<file path="src/rtl/memory_arbiter.sv">
// Two-requester memory arbiter: instruction fetch and data share one memory
// port with a single outstanding transaction; data has priority, bounded by a starvation counter.
module memory_arbiter #(
  parameter int ADRES_W      = 32,
  parameter int VERI_W       = 32,
  parameter int ACLIK_SINIRI = 2
) (
  input  logic                clk_i,
  input  logic                rst_i,
  // fetch port
  input  logic                getir_istek_i,
  input  logic [ADRES_W-1:0]  getir_adres_i,
  input  logic                getir_iptal_i,
  output logic                getir_kabul_o,
  output logic                getir_gecerli_o,
  output logic [VERI_W-1:0]   getir_veri_o,
  // data port
  input  logic                veri_istek_i,
  input  logic                veri_yaz_i,
  input  logic [ADRES_W-1:0]  veri_adres_i,
  input  logic [VERI_W-1:0]   veri_yazilan_i,
  input  logic [VERI_W/8-1:0] veri_maske_i,
  output logic                veri_kabul_o,
  output logic                veri_gecerli_o,
  output logic [VERI_W-1:0]   veri_okunan_o,
  // shared memory port
  output logic                bel_istek_o,
  output logic                bel_yaz_o,
  output logic [ADRES_W-1:0]  bel_adres_o,
  output logic [VERI_W-1:0]   bel_veri_o,
  output logic [VERI_W/8-1:0] bel_maske_o,
  input  logic                bel_hazir_i,
  input  logic                bel_gecerli_i,
  input  logic [VERI_W-1:0]   bel_veri_i
);

  localparam int MASKE_W = VERI_W / 8;
  localparam logic [1:0] SINIR = 2'(ACLIK_SINIRI);

  typedef enum logic [1:0] {BOSTA, ISTEK, YANIT} durum_t;

  durum_t               durum_reg, durum_next;
  logic                 sahip_veri_reg, sahip_veri_next;
  logic                 ilk_reg, ilk_next;
  logic                 iptal_reg, iptal_next;
  logic [1:0]           aclik_sayac_reg, aclik_sayac_next;
  logic [ADRES_W-1:0]   adres_reg, adres_next;
  logic                 yaz_reg, yaz_next;
  logic [VERI_W-1:0]    veri_reg, veri_next;
  logic [MASKE_W-1:0]   maske_reg, maske_next;
  logic                 getir_gecerli_reg, getir_gecerli_next;
  logic [VERI_W-1:0]    getir_veri_reg, getir_veri_next;
  logic                 veri_gecerli_reg, veri_gecerli_next;
  logic [VERI_W-1:0]    veri_okunan_reg, veri_okunan_next;

  logic getir_uygun;
  logic getir_oncelik;

  // A flushed fetch never competes; once data has won SINIR times in a row, fetch goes first.
  assign getir_uygun   = getir_istek_i && !getir_iptal_i;
  assign getir_oncelik = getir_uygun && (aclik_sayac_reg == SINIR);

  always_ff @(posedge clk_i or negedge rst_i) begin
    if (!rst_i) begin
      durum_reg         <= BOSTA;
      sahip_veri_reg    <= 1'b0;
      ilk_reg           <= 1'b0;
      iptal_reg         <= 1'b0;
      aclik_sayac_reg   <= '0;
      adres_reg         <= '0;
      yaz_reg           <= 1'b0;
      veri_reg          <= '0;
      maske_reg         <= '0;
      getir_gecerli_reg <= 1'b0;
      getir_veri_reg    <= '0;
      veri_gecerli_reg  <= 1'b0;
      veri_okunan_reg   <= '0;
    end else begin
      durum_reg         <= durum_next;
      sahip_veri_reg    <= sahip_veri_next;
      ilk_reg           <= ilk_next;
      iptal_reg         <= iptal_next;
      aclik_sayac_reg   <= aclik_sayac_next;
      adres_reg         <= adres_next;
      yaz_reg           <= yaz_next;
      veri_reg          <= veri_next;
      maske_reg         <= maske_next;
      getir_gecerli_reg <= getir_gecerli_next;
      getir_veri_reg    <= getir_veri_next;
      veri_gecerli_reg  <= veri_gecerli_next;
      veri_okunan_reg   <= veri_okunan_next;
    end
  end

  always_comb begin
    durum_next         = durum_reg;
    sahip_veri_next    = sahip_veri_reg;
    ilk_next           = ilk_reg;
    iptal_next         = iptal_reg;
    aclik_sayac_next   = aclik_sayac_reg;
    adres_next         = adres_reg;
    yaz_next           = yaz_reg;
    veri_next          = veri_reg;
    maske_next         = maske_reg;
    getir_gecerli_next = 1'b0;
    getir_veri_next    = getir_veri_reg;
    veri_gecerli_next  = 1'b0;
    veri_okunan_next   = veri_okunan_reg;

    unique case (durum_reg)
      BOSTA: begin
        iptal_next = 1'b0;
        if (veri_istek_i && !getir_oncelik) begin
          durum_next       = ISTEK;
          sahip_veri_next  = 1'b1;
          ilk_next         = 1'b1;
          adres_next       = veri_adres_i;
          yaz_next         = veri_yaz_i;
          veri_next        = veri_yazilan_i;
          maske_next       = veri_maske_i;
          aclik_sayac_next = !getir_istek_i ? 2'd0 :
                             (aclik_sayac_reg == SINIR) ? SINIR : aclik_sayac_reg + 2'd1;
        end else if (getir_uygun) begin
          durum_next       = ISTEK;
          sahip_veri_next  = 1'b0;
          ilk_next         = 1'b1;
          adres_next       = getir_adres_i;
          yaz_next         = 1'b0;
          veri_next        = '0;
          maske_next       = '0;
          aclik_sayac_next = 2'd0;
        end
      end
      ISTEK: begin
        ilk_next = 1'b0;
        if (!sahip_veri_reg && getir_iptal_i) iptal_next = 1'b1;
        if (bel_hazir_i) durum_next = YANIT;
      end
      YANIT: begin
        if (!sahip_veri_reg && getir_iptal_i) iptal_next = 1'b1;
        if (bel_gecerli_i) begin
          durum_next = BOSTA;
          iptal_next = 1'b0;
          if (sahip_veri_reg) begin
            veri_gecerli_next = 1'b1;
            veri_okunan_next  = yaz_reg ? '0 : bel_veri_i;
          end else begin
            // A flush in the completion cycle itself still suppresses delivery.
            getir_veri_next    = bel_veri_i;
            getir_gecerli_next = !(iptal_reg || getir_iptal_i);
          end
        end
      end
      default: durum_next = BOSTA;
    endcase
  end

  assign bel_istek_o     = (durum_reg == ISTEK);
  assign getir_kabul_o   = bel_istek_o && ilk_reg && !sahip_veri_reg;
  assign veri_kabul_o    = bel_istek_o && ilk_reg && sahip_veri_reg;
  assign bel_yaz_o       = yaz_reg;
  assign bel_adres_o     = adres_reg;
  assign bel_veri_o      = veri_reg;
  assign bel_maske_o     = maske_reg;
  assign getir_gecerli_o = getir_gecerli_reg;
  assign getir_veri_o    = getir_veri_reg;
  assign veri_gecerli_o  = veri_gecerli_reg;
  assign veri_okunan_o   = veri_okunan_reg;

endmodule

</file>
<file path="config.mk">
export PLATFORM = sky130hd
export DESIGN_NAME = memory_arbiter
export DESIGN_NICKNAME = d
export VERILOG_FILES = /design/src/rtl/memory_arbiter.sv
export SDC_FILE = /design/constraint.sdc
export NUM_CORES = 1
export LEC_CHECK = 0
export CORE_MARGIN = 3
export CORE_UTILIZATION = 50
export CTS_BUF_LIST = sky130_fd_sc_hd__clkbuf_4 sky130_fd_sc_hd__clkbuf_8 sky130_fd_sc_hd__clkbuf_16
export DETAILED_ROUTE_END_ITERATION = 6
export DONT_BUFFER_PORTS = 1
export GPL_TIMING_DRIVEN = 0
export PLACE_DENSITY = 0.73
export SETUP_SLACK_MARGIN = 0.15
export SYNTH_ARGS = -nofsm -noshare
export SYNTH_HDL_FRONTEND = slang
export SYNTH_SLANG_ARGS = --single-unit
export TNS_END_PERCENT = 10
</file>
<file path="constraint.sdc">
create_clock -name clk_i -period 1.8 [get_ports clk_i]
set_input_delay 0.36 -clock clk_i [delete_from_list [all_inputs] [get_ports clk_i]]
set_output_delay 0.36 -clock clk_i [all_outputs]
set_load 0.05 [all_outputs]
</file>
* Word-level counts from Yosys, hierarchy flattened
Cells that the tools add are included.
Cells by class: reduce and logical (&&, ||, !) cells 21, $add $sub $neg 1, mux-type cells 31, bitwise gates (word level) 1, eq/ne operators 6
Operators by type and width (number):
- $mux W32 | 5
- $mux W2 | 8
- $mux W1 | 13
- $reduce_and A3 Y1 | 3
- $mux W4 | 2
- $logic_and A1 B1 Y1 | 7
- $pmux W2 S3 | 1
- $eq A2 B2 Y1 const B | 2
- $logic_not A1 Y1 | 4
- $reduce_and A2 Y1 | 2
- $reduce_bool A2 Y1 | 2
- $ne A3 B3 Y1 const B | 1
- $pmux W1 S3 | 1
- $reduce_bool A3 Y1 | 1
- $add A2 B1 Y2 const B | 1
- $eq A2 B1 Y1 const B | 1
- $logic_not A2 Y1 | 1
- $ne A2 B1 Y1 const B | 1
- $ne A2 B2 Y1 const B | 1
- $pmux W1 S2 | 1
- $logic_or A1 B1 Y1 | 1
- $not A1 Y1 | 1
Word-level totals: output and inout port bits 138, flip-flop bits (word level) 142, word-level logic and storage cells 73, bits of input ports 140

* Depth between registers and ports, before layout
word-level depth 7, gate-level depth with buffers 7, gate-level depth less buffers 5

* Worst setup path after synthesis
OpenSTA, ideal clock, no wires.
path type flip-flop to output port, start register durum_reg[1], end output port getir_kabul_o, path slack -0.331 ns, data required time 1.440 ns, data arrival time 1.771 ns, stages on the path, launching flop included 5, buffers on the path 0, cell sequence dfrtp_1 -> inv_1 -> ha_1 -> nand2_1 -> nor2_1
On the way: cells in the longest elaborated chain, start to end 3
Ends and longest elaborated chain:
- start: declaration | line 42 | durum_t durum_reg, durum_next;
- start signal: assignment | line 79 | durum_reg <= durum_next;
- $eq A2 B1 Y1 | line 158 | assign bel_istek_o = (durum_reg == ISTEK);
- via bel_istek_o | line 27 | output logic bel_istek_o,
- $logic_and A1 B1 Y1 (2 in a row) | line 159 | assign getir_kabul_o = bel_istek_o && ilk_reg && !sahip_veri_reg;
- end: declaration | line 14 | output logic getir_kabul_o,
The timed path passes the listed nets, and every way through them passes these cells.

* Worst setup path after layout
Same ends and word-level chain as after synthesis.

==> PnR_summary.wiki <==
{| class="wikitable"
! Metric !! Value
|-
| Area of the die || 13,750 um^2
|-
| Share of async-settable or async-resettable flops after synthesis || 1.000
|-
| Clk pin slew, worst setup/hold paths || 0.06 ns
|-
| Main combinational cell family by area after synthesis || compound AO/OA/AOI/OAI gates
|-
| Final critical path time including I/O delays and setup || between 1.5 and 2 ns
|-
| Data arrival time of the critical path || 1.53 ns
|-
| Detailed-route wire length per cell || 22.68 um
|-
| Horiz. Die Dim || 117.3 um
|-
| Worst slew slack as a fraction of its limit || 0.6388
|-
| Area grow syn2layout || 23.72%
|-
| DR DRC count || 0
|-
| LEAKAGE || around 3.3 nW
|-
| Quantity of hold-fixing buffers added after cts || 1
|-
| Largest stage delay on the critical path || 0.39 ns
|-
| CTS tree || done
|-
| Total I/O pin count || 278
|-
| Number of buffers added on ports || 0
|-
| Final Slew Violations || 0
|-
| Overall power after layout || 0.01899 W
|-
| Synth Register Bits || 142
|-
| Critical Path Sink Type || output port
|-
| Adder-cell area share of the yosys netlist || 0.01213
|-
| Net count after synthesis || 673
|-
| Vias post-DR || 4,510
|-
| Buffering stage count on the worst path with inverters included || 1
|-
| Post-synth EDFFs || 0
|-
| Unrepaired setup endpoints after global routing || yes
|-
| Iter 0 DRT Violations || 253
|-
| Count of cell types in the netlist || 31
|-
| Endpoints failing setup || 2
|-
| Power density cells || 2480 nW/um^2
|-
| Area taken by multi-input logic gates || between 2000 and 3000 um^2
|-
| Setup TNS || -0.1565 ns
|-
| Pin count of the biggest net entering global routing || approximately 140
|-
| Chip Height || 117.3 um
|-
| Worst IR drop on VDD || 1290 uV
|-
| Sequential-to-total area share from yosys stat || 0.5742
|-
| Maximum number of buffers from clock root to sink || 2
|-
| Reported max-cap violation count || 0
|-
| Kind of cell adding the most delay to the critical path || flip-flops
|-
| Number of nets with antenna violations after detailed routing || 0
|-
| Main synth FF type || dfrtp_1
|-
| Post-DP HPWL || 11.49 mm
|-
| Standard-cell rows || 40
|-
| Highest-utilization routing layer at the global route stage || met2
|-
| Synthesized-area fraction occupied by ao, oa, aoi and oai cells || 0.2222
|-
| Share of final-layout standard cells stronger than drive strength 1 || 0.2951
|-
| Average via count per standard cell || 6.062
|-
| Hold WC Path Type || in -> async
|-
| Total detailed-routing wirelength || around 17 mm
|-
| Routing usage on met2 || 0.3873
|-
| Startpoint type of the worst setup path || register
|-
| Critical-path maximum fanout || 7
|-
| Slack of the critical path || -0.09325 ns
|-
| Endpoints failing hold || 142
|-
| H-tree Lvls || 4
|-
| Crit path required time || 1.44 ns
|-
| Initial Utilization || 0.5131
|-
| Fraction of met1 tracks used by global routing || 0.2673
|-
| Count of yosys warnings during synthesis || 0
|-
| Number of antenna violations at the first check in global routing || 0
|-
| TritonCTS buffer count || 17
|-
| Post-Syn Instances || 527
|-
| Met3 usage || 0.08792
|-
| Actual slew at the worst max-slew pin || 0.5418 ns
|-
| Number of detailed-route iterations in the first pass || 4
|-
| Run status || complete, but fails checks
|-
| Final GP Congestion || ~0.87
|-
| Layout filler cell count || ~940
|-
| Violated checks || negative hold slack, negative setup slack
|-
| Worst hold-check slack || -0.3489 ns
|-
| Xor/xnor share of the synthesized area || 0
|-
| Global-route wire length before repair || 24.09 mm
|-
| Number of global-route vias before repair || 4,525
|-
| Ant diodes || 0
|-
| Mean Syn Cell Area || 11.74 um^2
|-
| CTS sink count || around 140
|-
| Worst clock skew on the final layout || 0.008121 ns
|-
| Part of the cycle the worst path needs || 1.052
|-
| Net total in the final layout || 709
|-
| Highest-delay cell along the critical path || dfrtp_1
|-
| Crit path kind || reg -> out
|-
| All-Layer GR Usage || 0.2294
|-
| Peak Freq || 0.5282 GHz
|-
| Cell area after synthesis || 6188 um^2
|-
| CTS root buffer || clkbuf_16
|-
| Overall overflow remaining after global route || 0
|-
| Setup Slack @ Placement || -0.06623 ns
|-
| Area of the core region || 12,060 um^2
|-
| Critical Path, Cell by Cell || inv_2 -> ha_4 -> nand2_4 -> nor2_4
|-
| Sequential cell area || 3555 um^2
|-
| Clock insertion delay at the later pin of the skew report || 0.41 ns
|-
| Area share of and/or/nand/nor cells after synthesis || 0.08573
|-
| Mux share of post-synthesis cell area || 0.05823
|}
## final timing paths
path                               startpoint                to  slack (ns)  depth (start not counted)
max reg2reg                      durum_reg[0]  getir_veri_o[23]        0.04                          8
max in group asynchronous               rst_i         bel_yaz_o        2.00                          0
min                                     rst_i  getir_veri_o[29]       -0.35                          0
max                              durum_reg[1]     getir_kabul_o       -0.09                          4
min in group clk_i         veri_yazilan_i[19]    bel_veri_o[19]        0.07                          1
min reg2reg                         iptal_reg   getir_gecerli_o        0.45                          1
## kinds of logic (layout without fill, tap and decap cells)
kind of cell | Yosys count | after routing
AO/OA/AOI/OAI | 177 | 177
adder cells (fa/ha/maj) | 6 | 6
buffers and inverters | 59 | 108
flip-flops | 142 | 142
multiplexers | 32 | 32
AND/OR/NAND/NOR | 111 | 111
## cells in the mapped netlist, types with 2 or more instances
cell	n	area share
dfrtp_1	142	0.57
nand2_1	65	0.039
o21ai_0	63	0.051
a22o_1	37	0.052
nand2b_1	34	0.034
a2bb2oi_1	33	0.047
mux2_2	32	0.058
o221a_1	28	0.051
clkbuf_1	23	0.014
buf_2	19	0.015
inv_1	8	0.0049
ha_1	6	0.012
buf_4	5	0.0061
buf_6	4	0.0073
o221a_2	4	0.0073
a32o_1	3	0.0049
nor2_1	3	0.0018
o21ai_1	3	0.0024
a21oi_1	2	0.0016
nor2b_1	2	0.0020
## where the power goes
group / leakage [nW] / switching (W) / total (W) / internal [W]
clock network: 0.302 / 0.00142 / 0.00369 / 0.00227
registers: 1.74 / 0.00619 / 0.0107 / 0.00456
logic: 1.30 / 0.00194 / 0.00456 / 0.00262
total: 3.34 / 0.00954 / 0.0190 / 0.00945
## layer usage
layer | vias to the layer above | wire length [um]
met3 | 24 | 1536
met2 | 227 | 8662
met4 | 0 | 276
met5 | - | 0
li1 | 1996 | -
met1 | 2263 | 6399
## final cells by class
type	count	share of cell area
multi-input cells	326	0.3432
repair buffers	17	0.02239
inverters	8	0.004903
well taps	168	0.02746
clock buffers	19	0.05834
flip-flops and latches	142	0.4643
plain buffers	51	0.05638
clock inverters	13	0.02304
## worst register-to-register path, stage by stage (launching register included)
cell	delay, ns
dfrtp_1	0.41
buf_4	0.15
buf_6	0.12
inv_6	0.06
ha_4	0.13
nand3b_1	0.16
buf_4	0.19
buf_8	0.13
mux2_2	0.27
## what timing repair did
item | 4_1_cts | 5_1_grt
pin swaps | 5 | 33
cloned | 1 | 1
endpoints found under the hold margin | 143 | 142
resized for setup | 45 | 111
setup buffers | 8 | 6
endpoints found under the setup margin | 135 | 139
## layout by cell type, fill, tap and decap left out, types with 2 or more instances in the layout
master	instances
buf_2	12
o21ai_1	31
nand2b_1	34
mux2_2	32
o221a_1	28
a21oi_1	2
bufinv_16	3
buf_12	5
inv_8	2
a2bb2oi_1	4
inv_1	5
a2bb2oi_2	29
ha_1	3
buf_6	10
buf_8	7
nor2b_1	2
inv_6	5
o221a_2	4
ha_4	3
nor2_1	2
o21ai_0	34
clkbuf_4	2
clkinvlp_4	2
nand2_1	64
clkbuf_2	2
buf_4	17
clkbuf_1	12
dfrtp_1	141
a22o_1	37
a32o_1	3
clkbuf_16	18
## stage by stage
step / util / instance area [um^2] / instances
2_1_floorplan: - / 6198 / 527
3_3_place_gp: 0.5313 / 6409 / 695
3_5_place_dp: 0.5313 / 6409 / 695
4_1_cts: 0.6001 / 7238 / 737
5_1_grt: 0.6348 / 7656 / 744
6_report: 0.6348 / 7656 / 744
Power figures use the tool's default switching activity.
